$ cat config.mk
export PLATFORM = sky130hd
export DESIGN_NAME = pic_cascade_ctrl
export DESIGN_NICKNAME = d
export VERILOG_FILES = /design/src/rtl/pic_cascade_pkg.sv /design/src/rtl/pic_cascade_ctrl_inta_sync_edge.sv /design/src/rtl/pic_cascade_ctrl.sv
export SDC_FILE = /design/constraint.sdc
export NUM_CORES = 1
export LEC_CHECK = 0
export CORE_MARGIN = 2
export CORE_UTILIZATION = 56
export CTS_CLUSTER_SIZE = 20
export DETAILED_ROUTE_END_ITERATION = 12
export DONT_BUFFER_PORTS = 1
export PLACE_DENSITY_LB_ADDON = 0.08
export SYNTH_ARGS = -nofsm -noshare
export SYNTH_HDL_FRONTEND = slang
export SYNTH_SLANG_ARGS = --single-unit
$ cat constraint.sdc
create_clock -name clk -period 2.1 [get_ports clk]
set_clock_uncertainty 0.2 [all_clocks]
set_input_delay 0.315 -clock clk [delete_from_list [all_inputs] [get_ports clk]]
set_output_delay 0.315 -clock clk [all_outputs]
set_load 0.01 [all_outputs]
$ cat src/rtl/pic_cascade_pkg.sv
// Shared types and constants for the PIC cascade / INTA sequencer.
package pic_cascade_pkg;

  typedef enum logic [2:0] {
    ST_IDLE,
    ST_P1,
    ST_G1,
    ST_P2,
    ST_G2,
    ST_P3
  } seq_state_e;

  localparam logic [7:0] CALL_OPCODE = 8'hCD;

  // ADI selects the 8080 call-table stride: 4-byte or 8-byte entries.
  localparam logic ADI_4       = 1'b1;
  localparam logic ADI_8       = 1'b0;
  localparam int   ADI_4_SHIFT = 2;
  localparam int   ADI_8_SHIFT = 3;

endpackage

$ cat src/rtl/pic_cascade_ctrl_inta_sync_edge.sv
// INTA_N synchroniser with registered fall/rise pulses, two CLK from pin to pulse.
module inta_sync_edge (
  input  logic clk,
  input  logic rst_n,
  input  logic inta_n,
  output logic fall,
  output logic rise
);

  logic s1, s2;

  // Edge is taken between the two stages so the pulse lands two CLK after the pin.
  always_ff @(posedge clk or negedge rst_n) begin
    if (!rst_n) begin
      s1   <= 1'b1;
      s2   <= 1'b1;
      fall <= 1'b0;
      rise <= 1'b0;
    end else begin
      s1   <= inta_n;
      s2   <= s1;
      fall <= s2 & ~s1;
      rise <= ~s2 & s1;
    end
  end

endmodule

$ cat src/rtl/pic_cascade_ctrl.sv
// INTA-cycle sequencer: cascade address drive/decode and vector byte steering.
module pic_cascade_ctrl
  import pic_cascade_pkg::*;
#(
  parameter  int N_IRQ = 8,
  parameter  int CAS_W = 3,
  localparam int IRQ_W = $clog2(N_IRQ)
) (
  input  logic             clk,
  input  logic             rst_n,
  input  logic             sngl,
  input  logic             sp_en,
  input  logic             mode_8086,
  input  logic [N_IRQ-1:0] icw3,
  input  logic [7:0]       icw2,
  input  logic [2:0]       icw1_a,
  input  logic             adi,
  input  logic             inta_n,
  input  logic             irq_valid,
  input  logic [IRQ_W-1:0] irq_id,
  input  logic [CAS_W-1:0] cas_in,
  output logic [CAS_W-1:0] cas_out,
  output logic             cas_oe,
  output logic [7:0]       data_out,
  output logic             data_oe,
  output logic             isr_set,
  output logic [IRQ_W-1:0] ack_id,
  output logic             ack_done
);

  if ((1 << CAS_W) < N_IRQ) begin : g_cas_w_chk
    $error("CAS_W too narrow to address N_IRQ slaves");
  end
  if (N_IRQ < 2 || N_IRQ > 64 || (N_IRQ & (N_IRQ - 1)) != 0) begin : g_n_irq_chk
    $error("N_IRQ must be a power of two in 2..64");
  end

  a_mode_8080: assert property (@(posedge clk) disable iff (!rst_n) (N_IRQ == 8) || mode_8086);

  logic inta_fall, inta_rise;

  inta_sync_edge u_sync (
    .clk    (clk),
    .rst_n  (rst_n),
    .inta_n (inta_n),
    .fall   (inta_fall),
    .rise   (inta_rise)
  );

  seq_state_e       state;
  logic             c_sngl, c_sp_en, c_mode, c_adi, c_casc, sel;
  logic [7:0]       c_icw2;
  logic [2:0]       c_icw1_a;
  logic [CAS_W-1:0] c_own_id;

  // Sequence-start decode works from live inputs; everything later uses the context.
  logic [IRQ_W-1:0] ack_nxt;
  logic             casc_nxt, drive_p1;
  logic             is_slave, own_data, slv_hit;
  logic [7:0]       byte_p2;

  always_comb begin
    ack_nxt  = irq_valid ? irq_id : IRQ_W'(N_IRQ - 1);
    casc_nxt = !sngl && sp_en && icw3[ack_nxt];
    drive_p1 = !mode_8086 && (sngl || sp_en);
    is_slave = !c_sngl && !c_sp_en;
    own_data = c_sngl || (c_sp_en && !c_casc);
    slv_hit  = (cas_in == c_own_id);
    if (c_mode)
      byte_p2 = (c_icw2 & ~8'(N_IRQ - 1)) | 8'(ack_id);
    else if (c_adi == ADI_4)
      byte_p2 = {c_icw1_a, 5'b0} | (8'(ack_id) << ADI_4_SHIFT);
    else
      byte_p2 = {c_icw1_a[2:1], 6'b0} | (8'(ack_id) << ADI_8_SHIFT);
  end

  always_ff @(posedge clk or negedge rst_n) begin
    if (!rst_n) begin
      state    <= ST_IDLE;
      c_sngl   <= 1'b0;
      c_sp_en  <= 1'b0;
      c_mode   <= 1'b0;
      c_adi    <= 1'b0;
      c_casc   <= 1'b0;
      c_icw2   <= '0;
      c_icw1_a <= '0;
      c_own_id <= '0;
      sel      <= 1'b0;
      cas_out  <= '0;
      cas_oe   <= 1'b0;
      data_out <= '0;
      data_oe  <= 1'b0;
      isr_set  <= 1'b0;
      ack_id   <= '0;
      ack_done <= 1'b0;
    end else begin
      isr_set  <= 1'b0;
      ack_done <= 1'b0;
      case (state)
        ST_IDLE: if (inta_fall) begin
          state    <= ST_P1;
          c_sngl   <= sngl;
          c_sp_en  <= sp_en;
          c_mode   <= mode_8086;
          c_adi    <= adi;
          c_icw2   <= icw2;
          c_icw1_a <= icw1_a;
          c_own_id <= CAS_W'(icw3);
          c_casc   <= casc_nxt;
          sel      <= 1'b0;
          ack_id   <= ack_nxt;
          isr_set  <= irq_valid;
          if (drive_p1) begin
            data_oe  <= 1'b1;
            data_out <= CALL_OPCODE;
          end
        end
        ST_P1: if (inta_rise) begin
          state    <= ST_G1;
          data_oe  <= 1'b0;
          data_out <= '0;
          cas_oe   <= c_casc;
          cas_out  <= c_casc ? CAS_W'(ack_id) : '0;
        end
        ST_G1: if (inta_fall) begin
          state <= ST_P2;
          sel   <= is_slave && slv_hit;
          if (own_data || (is_slave && slv_hit)) begin
            data_oe  <= 1'b1;
            data_out <= byte_p2;
          end
        end
        ST_P2: if (inta_rise) begin
          data_oe  <= 1'b0;
          data_out <= '0;
          if (c_mode) begin
            state    <= ST_IDLE;
            ack_done <= 1'b1;
            cas_oe   <= 1'b0;
            cas_out  <= '0;
          end else begin
            state <= ST_G2;
          end
        end
        ST_G2: if (inta_fall) begin
          state <= ST_P3;
          if (own_data || sel) begin
            data_oe  <= 1'b1;
            data_out <= c_icw2;
          end
        end
        ST_P3: if (inta_rise) begin
          state    <= ST_IDLE;
          ack_done <= 1'b1;
          data_oe  <= 1'b0;
          data_out <= '0;
          cas_oe   <= 1'b0;
          cas_out  <= '0;
        end
        default: state <= ST_IDLE;
      endcase
    end
  end

endmodule

; Word-level counts from Yosys, hierarchy flattened
; Cells that the tools add are included.
[word_totals]
regBits = 45
elab_cells = 118
inputBits = 33
output_inout_bits = 18
[classes]
order_cmp = 1
n_bitwise = 7
reduce_logical = 25
n_eq_ne = 17
muxes = 47
[op_table]
columns = operator, n
row1 = two-way mux 8 bit, 9
row2 = two-way mux 3 bit, 12
row3 = one-hot mux 8 bit (4 select lines), 1
row4 = two-way mux 1 bit, 18
row5 = one-hot mux 3 bit (6 select lines), 1
row6 = "!= test 2 x 1 -> 1 bit, second input constant", 7
row7 = one-hot mux 3 bit (3 select lines), 1
row8 = "!= test 2 bit, second input constant", 4
row9 = bitwise OR 8 x 3 -> 8 bit, 1
row10 = bitwise OR 8 x 5 -> 8 bit, 1
row11 = bitwise OR 8 x 6 -> 8 bit, 1
row12 = AND reduction 8 bit, 1
row13 = "equality test 3 x 2 -> 1 bit, second input constant", 2
row14 = "equality test 3 bit, second input constant", 2
row15 = logical AND 1 bit, 6
row16 = AND reduction 6 bit, 1
row17 = logical NOT 1 bit, 5
row18 = AND reduction 5 bit, 1
row19 = logical OR 1 bit, 4
row20 = "less-than comparator 3 x 4 -> 1 bit, second input constant", 1
row21 = one-hot mux 1 bit (2 select lines), 2
row22 = one-hot mux 1 bit (4 select lines), 1
row23 = nonzero test 4 bit, 1
row24 = binary-select mux 1 bit (select 3 bit), 1
row25 = 11 further kinds, 13

; Depth between registers and ports, before layout
[logic_depth]
depth_word = 7
ltp_mapped = 7
depth_no_buf = 5

; Hierarchy
; From an unflattened synthesis, not the netlist that was laid out.
[unflattened]
hier_cells = 178
hier_area_um2 = 2142.1
[modules_own_cells]
columns = module, instances, cells_per_inst, area_per_inst_um2
row1 = pic_cascade_ctrl, 1, 172, 2024.4
row2 = inta_sync_edge, 1, 6, 117.6

; Worst setup path before layout
; No wires, ideal clock.
[synth_timing]
path_type = flip-flop to flip-flop
startpoint = reg state[2]
endpoint = reg data_oe
path_buffers = 0
synth_period_minus_slack_ns = 1.914
arrival_time_ns = 1.589
stages_incl_launch_ff = 6
slack_ns = 0.186
cell_sequence = dfrtp_1 nand2b_4 or4_4 o21ai_2 a21oi_4 mux2_4
[synth_between]
elab_chain_cells = 4
word_cells_on_any_way = 17
classes_between = eq/ne (12) / mux (1) / reduce/logical (4)
[synth_rtl]
columns = item, line_no
row1 = "start, declared", pic_cascade_ctrl.sv:50  ; seq_state_e state;
row2 = "start signal, assigned", pic_cascade_ctrl.sv:79  ; state <= ST_IDLE;
row3 = "start signal, assigned", pic_cascade_ctrl.sv:101  ; state <= ST_P1;
row4 = "start signal, assigned", pic_cascade_ctrl.sv:119  ; state <= ST_G1;
row5 = equality test 3 bit (tied with other cells), pic_cascade_ctrl.sv:99  ; case (state)
row6 = OR reduction 3 bit (no line), n/a
row7 = != test 2 x 1 -> 1 bit (no line) or nonzero test 4 bit (tied branches), n/a
row8 = AND reduction 8 bit (no line), n/a
row9 = "end signal, assigned", pic_cascade_ctrl.sv:92  ; data_oe <= 1'b0;
row10 = "end signal, assigned", pic_cascade_ctrl.sv:114  ; data_oe <= 1'b1;
row11 = "end signal, assigned", pic_cascade_ctrl.sv:120  ; data_oe <= 1'b0;
row12 = "end, declared", pic_cascade_ctrl.sv:25  ; output logic data_oe,
; Parallel ways exist; a longest one is shown, timed or not.
; A chain may end at the register's enable or synchronous reset.

; Worst setup path after layout
[layout_timing]
startpoint = reg state[1]
endpoint = reg data_out[6]
[layout_between]
elab_chain_cells = 4
word_cells_on_any_way = 17
classes_between = eq/ne (12) / mux (1) / reduce/logical (4)
[layout_rtl]
columns = item, line_no
row1 = equality test 3 bit (tied with other cells), pic_cascade_ctrl.sv:99
row2 = OR reduction 3 bit (no line), n/a
row3 = != test 2 x 1 -> 1 bit (no line) or nonzero test 4 bit (tied branches), n/a
row4 = AND reduction 8 bit (no line), n/a
row5 = "end signal, assigned", pic_cascade_ctrl.sv:130  ; data_out <= byte_p2;
row6 = "end signal, assigned", pic_cascade_ctrl.sv:149  ; data_out <= c_icw2;
row7 = "end, declared", pic_cascade_ctrl.sv:24  ; output logic [7:0] data_out,
; Parallel ways exist; a longest one is shown, timed or not.

==> results.ini <==
[synth]
syn_area_um2=2190
synth_nets=225
synth-seq-cells=45
synth_area_per_cell_um2=11.4
synth_top_area_frac=0.491
yosys.area.top_type=dfrtp_1
ys_seq_area_frac=0.515
synthCells=192
synth-main-ff-cell=dfrtp_1
synth.distinct_cells=46
synthArstFlopShare=1.00
synth_warnings=0
synth_edf_count=0
synth_area_leaders=dfrtp_1 49%, mux2_1 5.6%, mux2_4 5.5%

[sta]
hold_violations=0
fin_hold_ws_ps=16.0
setup_ws_ps=93.6
worst_pin_slew_ps=470
fin_tns_setup_ps=0
fin_crit_sh=0.955
max_freq_ghz=0.498
rsz0062_at_grt=false
setup_viol=0
relSlewSlack=0.682
fin_crit_ps=2010
drv_slew=0

[grt]
antenna_found_initial=0
grt_pass1_vias=1613
grt_max_degree=46
grt_overflow_total=0
grt_pass1_wl_um=7580
grt_usage=0.232

[power]
pwr-share-clk=0.187
vdd_drop_max_mv=0.741
power.net_switching_mw=1.23
sw_frac_of_total=0.347
leakage_nw=1.12
finalPower_mw=3.55
p_per_area_nw_per_um2=1350
seqPwrFrac=0.458
p_int_mw=2.32
pwr-share-comb=0.354

[run]
drv_cap=0

[setup_path]
crit_fanout=9
cp_cell_sequence=nand2b_4 > or4_4 > o21ai_2 > a21oi_4 > mux2_4
r2r-start=state[1]
critPathLaunchType=flop
cp.required_ps=2090
max_stage_delay_ps=490
crit_type=flop to flop
slowest_stage=or4_4
startpoint=state[1]
rrSetupSlack_ps=90
cp-end-kind=flop
arrival_ps=1990

[clock_tree]
cts_setup_buffers=0
htreeDepth=2
clock_latency_ps=300
cts.sinks=45
clockBufferDepth=2
post_cts_resized=0
cts_tree=done
numCtsBuffers=5
clk_pin_slew_ps=80
cts-root-buf=clkbuf_8

[worst_hold_path]
min_from=irq_id[1]
hp-class=input port to flop

[die]
num_rows=22
core-area_um2=3720
pin_count=51
die_area_um2=4430
fp.dieW_um=66.6
die_h_um=66.6
initial_core_util=0.590

[cells_and_area]
num-nets-final=254
layout.area.seq_um2=1130
area_delta_synth_final_pct=19.5
drive_gt1_frac=0.203
stdcell_area_um2=2620
diodes=0
nFillCells=280
multi_input_area_um2=981

[drt]
viasPerCell=5.76
drtPass1Iterations=4
ant_nets=0
drt_iter0_drc=71
route.detailed.drc=0
totalWireLength_um=4590
routed-via-count=1556
wire_per_inst_um=17.0

[placed_design]
gp_congestion=0.882
pre_cts_slack_ps=125
post_dp_cell_area_um2=2260
numPortBuffers=0
dp_hpwl_um=3200

[status]
outcome=complete, no violations

## cells in the final DEF (no fill, tap or decap), types with 2 or more instances in the layout
cell type,n
nand2b_1,3
a21oi_1,18
nor2b_1,5
buf_12,2
xnor2_1,4
mux2i_1,3
inv_1,6
dfstp_2,2
dfrtp_1,43
nand2_1,17
buf_4,6
mux2_1,11
mux2_2,9
a22o_1,3
nor3_1,4
o21a_1,3
mux2_4,8
o21ai_0,5
dlygate4sd3_1,22
o22ai_1,5
nor2_1,12
clkbuf_8,6
## routing by layer
metal  global-route usage  wire length, um
met5                    0                0
met4               0.0893               52
met3               0.0541              286
met2                0.388             2200
met1                0.292             2060
## sequential cells by signal, indices dropped and copies added, names as in the netlist
name         count
ack_done         1
ack_id           3
c_adi            1
c_casc           1
c_icw1_a         3
c_icw2           8
c_mode           1
c_own_id         3
c_sngl           1
c_sp_en          1
cas_oe           1
cas_out          3
data_oe          1
data_out         8
isr_set          1
sel              1
state            3
u_sync.fall      1
u_sync.rise      1
u_sync.s1        1
u_sync.s2        1
## cells by family after synthesis
| family | synth area share |
|---|---|
| and+or+nand+nor | 0.123 |
| AOI/OAI and AO/OA | 0.137 |
| DFF | 0.515 |
| muxes | 0.171 |
| buffers and inverters | 0.0382 |
| xor gates and xnor gates | 0.0160 |
## synth_stat cells, drive strengths merged (2+ instances only)
cell type	number
buf	5
clkbuf	3
xnor2	4
dfstp	2
nand2	17
o21a	3
nor3	4
nand2b	4
dfrtp	43
mux2i	3
a22o	3
mux2	28
nor2	13
nor2b	5
a21oi	19
o22ai	5
o21ai	7
inv	7
## metrics by stage
stage,utilization,cells
after floorplan,-,192
after global placement,0.609,239
after detailed placement,0.609,239
after CTS,0.705,270
after global routing,0.705,270
final,0.705,270
## critical path, delay by kind of cell (launching register included)
family / cells / cell delay, ps
and+or+nand+nor: 2 / 590
AOI/OAI and AO/OA: 2 / 290
muxes: 1 / 340
DFF: 1 / 480
## power groups by stage
stage | registers, mW | logic (mW) | clock network, mW
2_1_floorplan | 1.50 | 1.06 | 0
3_3_place_gp | 1.63 | 1.16 | 0
3_5_place_dp | 1.65 | 1.20 | 0
4_1_cts | 1.63 | 1.26 | 0.678
5_1_grt | 1.68 | 1.39 | 0.704
6_report | 1.63 | 1.26 | 0.665
## worst paths after layout
path | end | cells after the start
max | data_out[6] | 5
min | c_casc | 3
max reg2reg | data_out[6] | 5
min reg2reg | u_sync.s2 | 0
max in group asynchronous | u_sync.s2 | 2
min in group asynchronous | c_icw2[3] | 2
## area by class of cell
| cell class | count | share of cell area |
|---|---|---|
| clock buffers | 7 | 0.0330 |
| inverters | 7 | 0.0110 |
| multi-input cells | 132 | 0.374 |
| well taps | 48 | 0.0229 |
| clock inverters | 1 | 0.0115 |
| flip-flops and latches | 45 | 0.431 |
| repair buffers | 30 | 0.117 |
## what timing repair did
item / 4_1_cts / 5_1_grt
endpoints found under the setup margin: 0 / 0
hold buffers: 23 / 0
hold endpoints to repair: 66 / 0
No activity file was read; power rests on OpenSTA's default activity.
